--- src/rtl/board_mem_arbiter.sv ---
// board_mem_arbiter: shares the single-port playfield RAM between the
// fixed-latency pixel renderer and the handshaked game logic. It also
// derives a vblank window and a once-per-frame tick from the sync timing.
// Optional build macro WRITE_FENCE_EN: game writes are granted only in vblank.
module board_mem_arbiter #(
  parameter int unsigned ADDR_W        = 8,
  parameter int unsigned DATA_W        = 3,
  parameter int unsigned CELL_COUNT    = 200,
  parameter int unsigned HBLANK_CYCLES = 160
) (
  input  logic              clk,
  input  logic              rst,
  input  logic              video_on,
  input  logic              vsync,
  input  logic              rd_req,
  input  logic [ADDR_W-1:0] rd_addr,
  output logic              rd_valid,
  output logic [DATA_W-1:0] rd_data,
  input  logic              gl_req,
  input  logic              gl_we,
  input  logic [ADDR_W-1:0] gl_addr,
  input  logic [DATA_W-1:0] gl_wdata,
  output logic              gl_ack,
  output logic [DATA_W-1:0] gl_rdata,
  output logic              mem_en,
  output logic              mem_we,
  output logic [ADDR_W-1:0] mem_addr,
  output logic [DATA_W-1:0] mem_wdata,
  input  logic [DATA_W-1:0] mem_rdata,
  output logic              frame_tick,
  output logic              vblank
);

  // Blank counter saturates one past the hblank length, which is all vblank needs
  localparam int unsigned      CNT_W   = $clog2(HBLANK_CYCLES + 2);
  localparam logic [CNT_W-1:0] CNT_MAX = CNT_W'(HBLANK_CYCLES + 1);
  localparam logic [CNT_W-1:0] CNT_THR = CNT_W'(HBLANK_CYCLES);

  typedef enum logic [1:0] {
    G_IDLE  = 2'd0,
    G_ISSUE = 2'd1,
    G_RWAIT = 2'd2,
    G_ACK   = 2'd3
  } gstate_e;

  gstate_e           state_q, state_d;
  logic              rd_s1_q, rd_s1_d;
  logic              rd_s1_ok_q, rd_s1_ok_d;
  logic              rd_s2_q, rd_s2_d;
  logic              rd_s2_ok_q, rd_s2_ok_d;
  logic              rd_valid_q, rd_valid_d;
  logic [DATA_W-1:0] rd_data_q, rd_data_d;
  logic              gl_ack_q, gl_ack_d;
  logic [DATA_W-1:0] gl_rdata_q, gl_rdata_d;
  logic              gl_we_q, gl_we_d;
  logic              gl_ok_q, gl_ok_d;
  logic              mem_en_q, mem_en_d;
  logic              mem_we_q, mem_we_d;
  logic [ADDR_W-1:0] mem_addr_q, mem_addr_d;
  logic [DATA_W-1:0] mem_wdata_q, mem_wdata_d;
  logic              vs_prev_q, vs_prev_d;
  logic              frame_tick_q, frame_tick_d;
  logic [CNT_W-1:0]  blank_cnt_q, blank_cnt_d;
  logic              vblank_q, vblank_d;

  logic rd_in_range_c;
  logic gl_in_range_c;
  logic gl_window_c;

  assign rd_in_range_c = (32'(rd_addr) < CELL_COUNT);
  assign gl_in_range_c = (32'(gl_addr) < CELL_COUNT);

`ifdef WRITE_FENCE_EN
  // Writes wait for true vertical blank to avoid tearing; reads use any blank
  assign gl_window_c = gl_we ? vblank_q : ~video_on;
`else
  assign gl_window_c = ~video_on;
`endif

  // Next-state: renderer pipeline, game FSM, RAM port mux, blank/frame timing
  always_comb begin
    state_d      = state_q;
    gl_ack_d     = 1'b0;
    gl_rdata_d   = gl_rdata_q;
    gl_we_d      = gl_we_q;
    gl_ok_d      = gl_ok_q;
    mem_en_d     = 1'b0;
    mem_we_d     = 1'b0;
    mem_addr_d   = '0;
    mem_wdata_d  = '0;

    rd_s1_d      = rd_req;
    rd_s1_ok_d   = rd_req & rd_in_range_c;
    rd_s2_d      = rd_s1_q;
    rd_s2_ok_d   = rd_s1_ok_q;
    rd_valid_d   = rd_s2_q;
    rd_data_d    = rd_s2_ok_q ? mem_rdata : '0;

    if (rd_req && rd_in_range_c) begin
      mem_en_d   = 1'b1;
      mem_addr_d = rd_addr;
    end

    unique case (state_q)
      G_IDLE: begin
        // Renderer always wins the port, so the game only issues in idle cycles
        if (gl_req && gl_window_c && !rd_req) begin
          state_d = G_ISSUE;
          gl_we_d = gl_we;
          gl_ok_d = gl_in_range_c;
          if (gl_in_range_c) begin
            mem_en_d    = 1'b1;
            mem_we_d    = gl_we;
            mem_addr_d  = gl_addr;
            mem_wdata_d = gl_we ? gl_wdata : '0;
          end
        end
      end
      G_ISSUE: begin
        if (gl_we_q) begin
          state_d  = G_ACK;
          gl_ack_d = 1'b1;
        end else begin
          state_d = G_RWAIT;
        end
      end
      G_RWAIT: begin
        state_d    = G_ACK;
        gl_ack_d   = 1'b1;
        gl_rdata_d = gl_ok_q ? mem_rdata : '0;
      end
      G_ACK: begin
        state_d = G_IDLE;
      end
      default: begin
        state_d = G_IDLE;
      end
    endcase

    if (video_on) begin
      blank_cnt_d = '0;
    end else if (blank_cnt_q != CNT_MAX) begin
      blank_cnt_d = blank_cnt_q + CNT_W'(1);
    end else begin
      blank_cnt_d = blank_cnt_q;
    end
    vblank_d     = (blank_cnt_d > CNT_THR);

    vs_prev_d    = vsync;
    frame_tick_d = vs_prev_q & ~vsync;
  end

  // State and output registers with synchronous reset
  always_ff @(posedge clk) begin
    if (rst) begin
      state_q      <= G_IDLE;
      rd_s1_q      <= 1'b0;
      rd_s1_ok_q   <= 1'b0;
      rd_s2_q      <= 1'b0;
      rd_s2_ok_q   <= 1'b0;
      rd_valid_q   <= 1'b0;
      rd_data_q    <= '0;
      gl_ack_q     <= 1'b0;
      gl_rdata_q   <= '0;
      gl_we_q      <= 1'b0;
      gl_ok_q      <= 1'b0;
      mem_en_q     <= 1'b0;
      mem_we_q     <= 1'b0;
      mem_addr_q   <= '0;
      mem_wdata_q  <= '0;
      vs_prev_q    <= 1'b0;
      frame_tick_q <= 1'b0;
      blank_cnt_q  <= '0;
      vblank_q     <= 1'b0;
    end else begin
      state_q      <= state_d;
      rd_s1_q      <= rd_s1_d;
      rd_s1_ok_q   <= rd_s1_ok_d;
      rd_s2_q      <= rd_s2_d;
      rd_s2_ok_q   <= rd_s2_ok_d;
      rd_valid_q   <= rd_valid_d;
      rd_data_q    <= rd_data_d;
      gl_ack_q     <= gl_ack_d;
      gl_rdata_q   <= gl_rdata_d;
      gl_we_q      <= gl_we_d;
      gl_ok_q      <= gl_ok_d;
      mem_en_q     <= mem_en_d;
      mem_we_q     <= mem_we_d;
      mem_addr_q   <= mem_addr_d;
      mem_wdata_q  <= mem_wdata_d;
      vs_prev_q    <= vs_prev_d;
      frame_tick_q <= frame_tick_d;
      blank_cnt_q  <= blank_cnt_d;
      vblank_q     <= vblank_d;
    end
  end

  assign rd_valid   = rd_valid_q;
  assign rd_data    = rd_data_q;
  assign gl_ack     = gl_ack_q;
  assign gl_rdata   = gl_rdata_q;
  assign mem_en     = mem_en_q;
  assign mem_we     = mem_we_q;
  assign mem_addr   = mem_addr_q;
  assign mem_wdata  = mem_wdata_q;
  assign frame_tick = frame_tick_q;
  assign vblank     = vblank_q;

endmodule

--- config.mk ---
export PLATFORM = sky130hd
export DESIGN_NAME = board_mem_arbiter
export DESIGN_NICKNAME = d
export VERILOG_FILES = /design/src/rtl/board_mem_arbiter.sv
export SDC_FILE = /design/constraint.sdc
export NUM_CORES = 1
export LEC_CHECK = 0
export ABC_CLOCK_PERIOD_IN_PS = 1500
export BUFFER_PORTS_ARGS = -buffer_cell sky130_fd_sc_hd__clkbuf_2
export CAP_MARGIN = 30
export CORE_MARGIN = 3
export CORE_UTILIZATION = 40
export CTS_BUF_LIST = sky130_fd_sc_hd__clkbuf_16
export CTS_CLUSTER_SIZE = 24
export DETAILED_ROUTE_END_ITERATION = 12
export PLACE_DENSITY = 0.68
export SLEW_MARGIN = 20
export SYNTH_ARGS = -nofsm -noshare
export SYNTH_HDL_FRONTEND = slang
export SYNTH_SLANG_ARGS = --single-unit
--- constraint.sdc ---
create_clock -name clk -period 1.5 [get_ports clk]
set_input_delay 0.3 -clock clk [delete_from_list [all_inputs] [get_ports clk]]
set_output_delay 0.3 -clock clk [all_outputs]
set_load 0.005 [all_outputs]
After elaboration in Yosys (flattened, before gate mapping)
Index checks and enable logic that the tools add are counted.
W data, S select, Z words.

cells by class
  add/sub/neg operators = 1
  $lt $le $gt $ge = 3
  eq/ne operators = 5
  mux-type cells = 16
  bitwise operators = 9
  reductions and logical operators = 9

operator list
  kind                   number
  $mux W8                6
  $lt A8 B8 Y1 const B   2
  $add A8 B1 Y8 const B  1
  $gt A8 B8 Y1 const B   1
  $ne A8 B8 Y1 const B   1
  $pmux W2 S4            1
  $not A1 Y1             7
  $mux W1                6
  $reduce_or A5 Y1       1
  $eq A2 B2 Y1 const B   2
  $reduce_or A4 Y1       1
  $logic_and A1 B1 Y1    3
  $mux W3                1
  $and A1 B1 Y1          2
  $eq A2 B1 Y1 const B   1
  $logic_not A2 Y1       1
  $mux W2                1
  $ne A2 B2 Y1 const B   1
  $pmux W1 S2            1
  $reduce_and A2 Y1      1
  $reduce_or A2 Y1       1
  $logic_not A1 Y1       1

storage, ports and cells
  bits in registers = 40
  bits of input ports = 29
  output and inout port bits = 23
  word-level logic and storage cells = 62

Logic depth before layout (Yosys ltp)
  word-level depth = 6
  mapped depth = 6
  depth with buffers taken out = 6

Worst setup path before layout
Ideal clock, no wire load.

  path kind = reg-to-reg
  from = register blank_cnt_q[1]
  to = register vblank_q (netlist: vblank)
  setup time = 0.073 ns
  data arrival time = 1.486 ns
  path slack = -0.059 ns
  stages on the path, launching flop included = 6
  buffers on the path = 0
  clock period less this slack = 1.559 ns
  cells stage by stage = dfxtp_1 > ha_1 > inv_1 > or3_1 > a211o_1 > o22ai_2

on the way
  word-level cells in the longest chain between the ends = 4

RTL lines
  item                                           RTL line  source
  start: declaration                             63        logic [CNT_W-1:0] blank_cnt_q, blank_cnt_d;
  start signal: assignment                       193       blank_cnt_q <= blank_cnt_d;
  $add A8 B1 Y8 or $ne A8 B8 Y1 (tied branches)  143, 142
  $mux W8 *                                      142       end else if (blank_cnt_q != CNT_MAX) begin
  $mux W8 *                                      140       if (video_on) begin
  $gt A8 B8 Y1 *                                 147       vblank_d = (blank_cnt_d > CNT_THR);
  end signal: assignment                         194       vblank_q <= vblank_d;
  end: declaration                               64        logic vblank_q, vblank_d;

Every way passes the cells marked *; elsewhere a longest branch is shown, timed or not.
A chain may end at the register's enable or synchronous reset.

Worst setup path in the final report
  from = register blank_cnt_q[4]
  to = register vblank_q (netlist: vblank)

Same word-level chain as after synthesis.

==> impl_metrics.py <==
metrics = {
    "status": {
        "status": "finished, final reports clean",
    },
    "yosys": {
        "synth_fp_nets": 185,
        "ys_seq_area_share_pct": 51.9,
        "synth_edf_count": 0,
        "synth.top_cell.area_share_pct": 51.9,
        "syn_area_per_cell_um2": 10.3,
        "ys.flop_type": "dfxtp_1",
        "synthesis.area_mm2": 0.00154,
        "ys_warn_count": 0,
        "syn_inst": 150,
        "synth_top_cell_by_area": "dfxtp_1",
        "synth_cell_types": 40,
        "async_flop_share_pct": 0,
        "yosys-top-cells-area": "dfxtp_1 52%, ha_1 4.9%, a22o_1 4.5%",
        "yosys_register_bits": 40,
    },
    "grt": {
        "grt_util_all_layers_pct": 15.5,
        "grt_pass1_wl_mm": 5.25,
        "overflow": 0,
        "grt_pass1_vias": 1226,
        "antenna_found_initial": 0,
        "grt_max_degree": 19,
    },
    "setup_path": {
        "cp_max_fo": 6,
        "critPathRequiredTime_ns": 1.71,
        "reg2reg_slack_ns": 0.08,
        "crit_chain": "nand3_1 -> or3_1 -> a211o_1 -> o22ai_2",
        "critical_path.max_stage_delay_ns": 0.43,
        "cp-start-kind": "flop",
        "critPathArrivalTime_ns": 1.63,
        "critPathKind": "flop to flop",
        "worst_path_max_delay_cell": "dfxtp_1",
        "end_kind": "flop",
    },
    "cts": {
        "cts_max_level": 2,
        "numClockSinks": 40,
        "cts_root_buf": "clkbuf_16",
        "worstSkewPairLatency_ns": 0.27,
        "clkTransAtPathRegs_ns": 0.06,
        "cts_made_buffers": 5,
        "clock_path_buffers": 2,
        "cts_tree": "done",
    },
    "detailed_routing": {
        "ant_nets": 0,
        "routed-via-count": 1279,
        "wirelength_mm": 3.36,
        "routed_via_density": 4.98,
        "wire_per_inst_um": 13.1,
        "dr.pass1.iters": 6,
        "first_iter_violations": 36,
        "drc_errors": 0,
    },
    "final_layout": {
        "syn_to_final_growth_pct": 34.6,
        "post_route_cells_drive_above_1_share_pct": 38.4,
        "final_cells": 257,
        "num-fill-cells": 309,
        "num-nets-final": 245,
        "diodes": 0,
        "layout_commonest_cell": "clkbuf_2",
        "multi_input_area_um2": 692,
        "regArea_um2": 805,
        "layout_common_cells": "51 x clkbuf_2, 37 x dfxtp_1, 9 x nand3_1, 9 x nor2_1, 8 x a22o_1",
    },
    "floorplan": {
        "top_level_ports": 52,
        "die_area_mm2": 0.00464,
        "std_cell_rows": 21,
        "die_height_um": 68.1,
        "chipWidth_um": 68.1,
        "fp.coreArea_mm2": 0.00352,
        "start_util_pct": 43.9,
    },
    "sta": {
        "fmax_mhz": 703,
        "relSlewSlack_pct": 78.5,
        "period_minus_slack_ns": 1.42,
        "hold_violations": 0,
        "slew_viol_final": 0,
        "fin_crit_sh_pct": 94.8,
        "worstMarginPinSlew_ns": 0.323,
        "hold_ws_ns": 0.192,
        "tns_ns": 0,
        "setup_viol": 0,
        "rsz0062_at_grt": "no",
        "finalClockSkew_ns": 0.00504,
    },
    "place": {
        "hpwl_mm": 2.59,
        "place_congestion": 0.850,
        "port-buffer-count": 51,
        "dpl.cell_count": 249,
    },
    "power_and_ir_drop": {
        "p_leak_nw": 0.958,
        "powerDensity_mw_per_mm2": 1310,
        "ir_worst_vdd_mv": 0.751,
    },
    "min_path": {
        "hold_class": "input port to flop",
    },
    "job": {
        "cap_violations": 0,
    },
}
[per-layer routing]
layer | vias up | GRT usage, % | wire, µm
met1 | 588 | 16.7 | 1420
met3 | 2 | 5.75 | 263
met5 | - | 0 | 0
li1 | 643 | - | -
met4 | 0 | 4.71 | 18
met2 | 46 | 27.8 | 1660
[flip-flops by register name, indices dropped and copies added (netlist names), 2 cells and up]
| register | count |
|---|---|
| blank_cnt_q | 8 |
| gl_rdata | 3 |
| mem_addr | 8 |
| mem_wdata | 3 |
| rd_data | 3 |
| state_q | 2 |
[cell families after synthesis]
| kind of cell | count (synthesis) | synth area share, % |
|---|---|---|
| buffers and inverters | 14 | 4.54 |
| xor gates and xnor gates | 4 | 2.27 |
| AOI/OAI and AO/OA | 27 | 13.3 |
| DFF | 40 | 51.9 |
| muxes | 2 | 1.30 |
| and+or+nand+nor | 57 | 21.9 |
| adders and majority gates | 6 | 4.86 |
[where the power goes]
part | total [W] | internal, W | leakage, nW | switching, W
Clock | 0.00117 | 0.000780 | 0.0798 | 0.000390
Combinational | 0.000394 | 0.000186 | 0.551 | 0.000208
Sequential | 0.00116 | 0.00113 | 0.327 | 0.0000329
[final cells by class]
class                   instances  share of cell area, %
repair buffers                 60                   15.9
clock inverters                 3                   2.05
flip-flops and latches         40                   38.7
inverters                       7                   1.26
well taps                      46                   2.77
multi-input cells              96                   33.3
clock buffers                   5                   6.02
[worst max-delay path, delay by kind of cell, from the launching register on]
kind               cells  cell delay [ns]
DFF                    1             0.43
AOI/OAI and AO/OA      2             0.44
and+or+nand+nor        2             0.49
[worst paths after layout]
| kind | cells after the start | start | to |
|---|---|---|---|
| hold reg to reg | 1 | rd_s1_q$_SDFF_PP0_ | rd_s2_q$_SDFF_PP0_ |
| setup / recovery | 4 | blank_cnt_q[4]$_SDFF_PP0_ | vblank$_SDFF_PP0_ |
| hold / removal | 2 | vsync | frame_tick$_SDFF_PP0_ |
| setup reg to reg | 4 | blank_cnt_q[4]$_SDFF_PP0_ | vblank$_SDFF_PP0_ |
[synthesized netlist by cell type (all sizes together), types with 2 or more instances]
master	n
o21ai	2
nand4	2
o22ai	2
a211o	2
nand3	9
mux2i	2
or3	4
xor2	3
nor3	2
clkbuf	3
and3	3
nor2	10
buf	4
nand2b	4
a21oi	7
dfxtp	40
nor3b	3
and2	5
inv	7
a22o	8
nor2b	7
nand2	3
ha	6
or2	2
[through the flow]
step | cell area, µm² | util [%] | worst slack [ns] | power (W)
global route | 2080 | 59.0 | 0.00881 | 0.00287
finish | 2080 | 59.0 | 0.0782 | 0.00272
global placement | 1880 | 53.5 | 0.0899 | 0.00153
CTS | 2050 | 58.3 | 0.0461 | 0.00275
detailed placement | 1880 | 53.5 | 0.0413 | 0.00156
floorplan | 1550 | - | 0.0225 | 0.00142
[repair_timing]
item                                    CTS  global route
gates resized for setup                   0             8
buffers inserted                          0             0
hold buffers                              0             0
endpoints found under the setup margin    0            13
(Power assumes the default switching activity.)
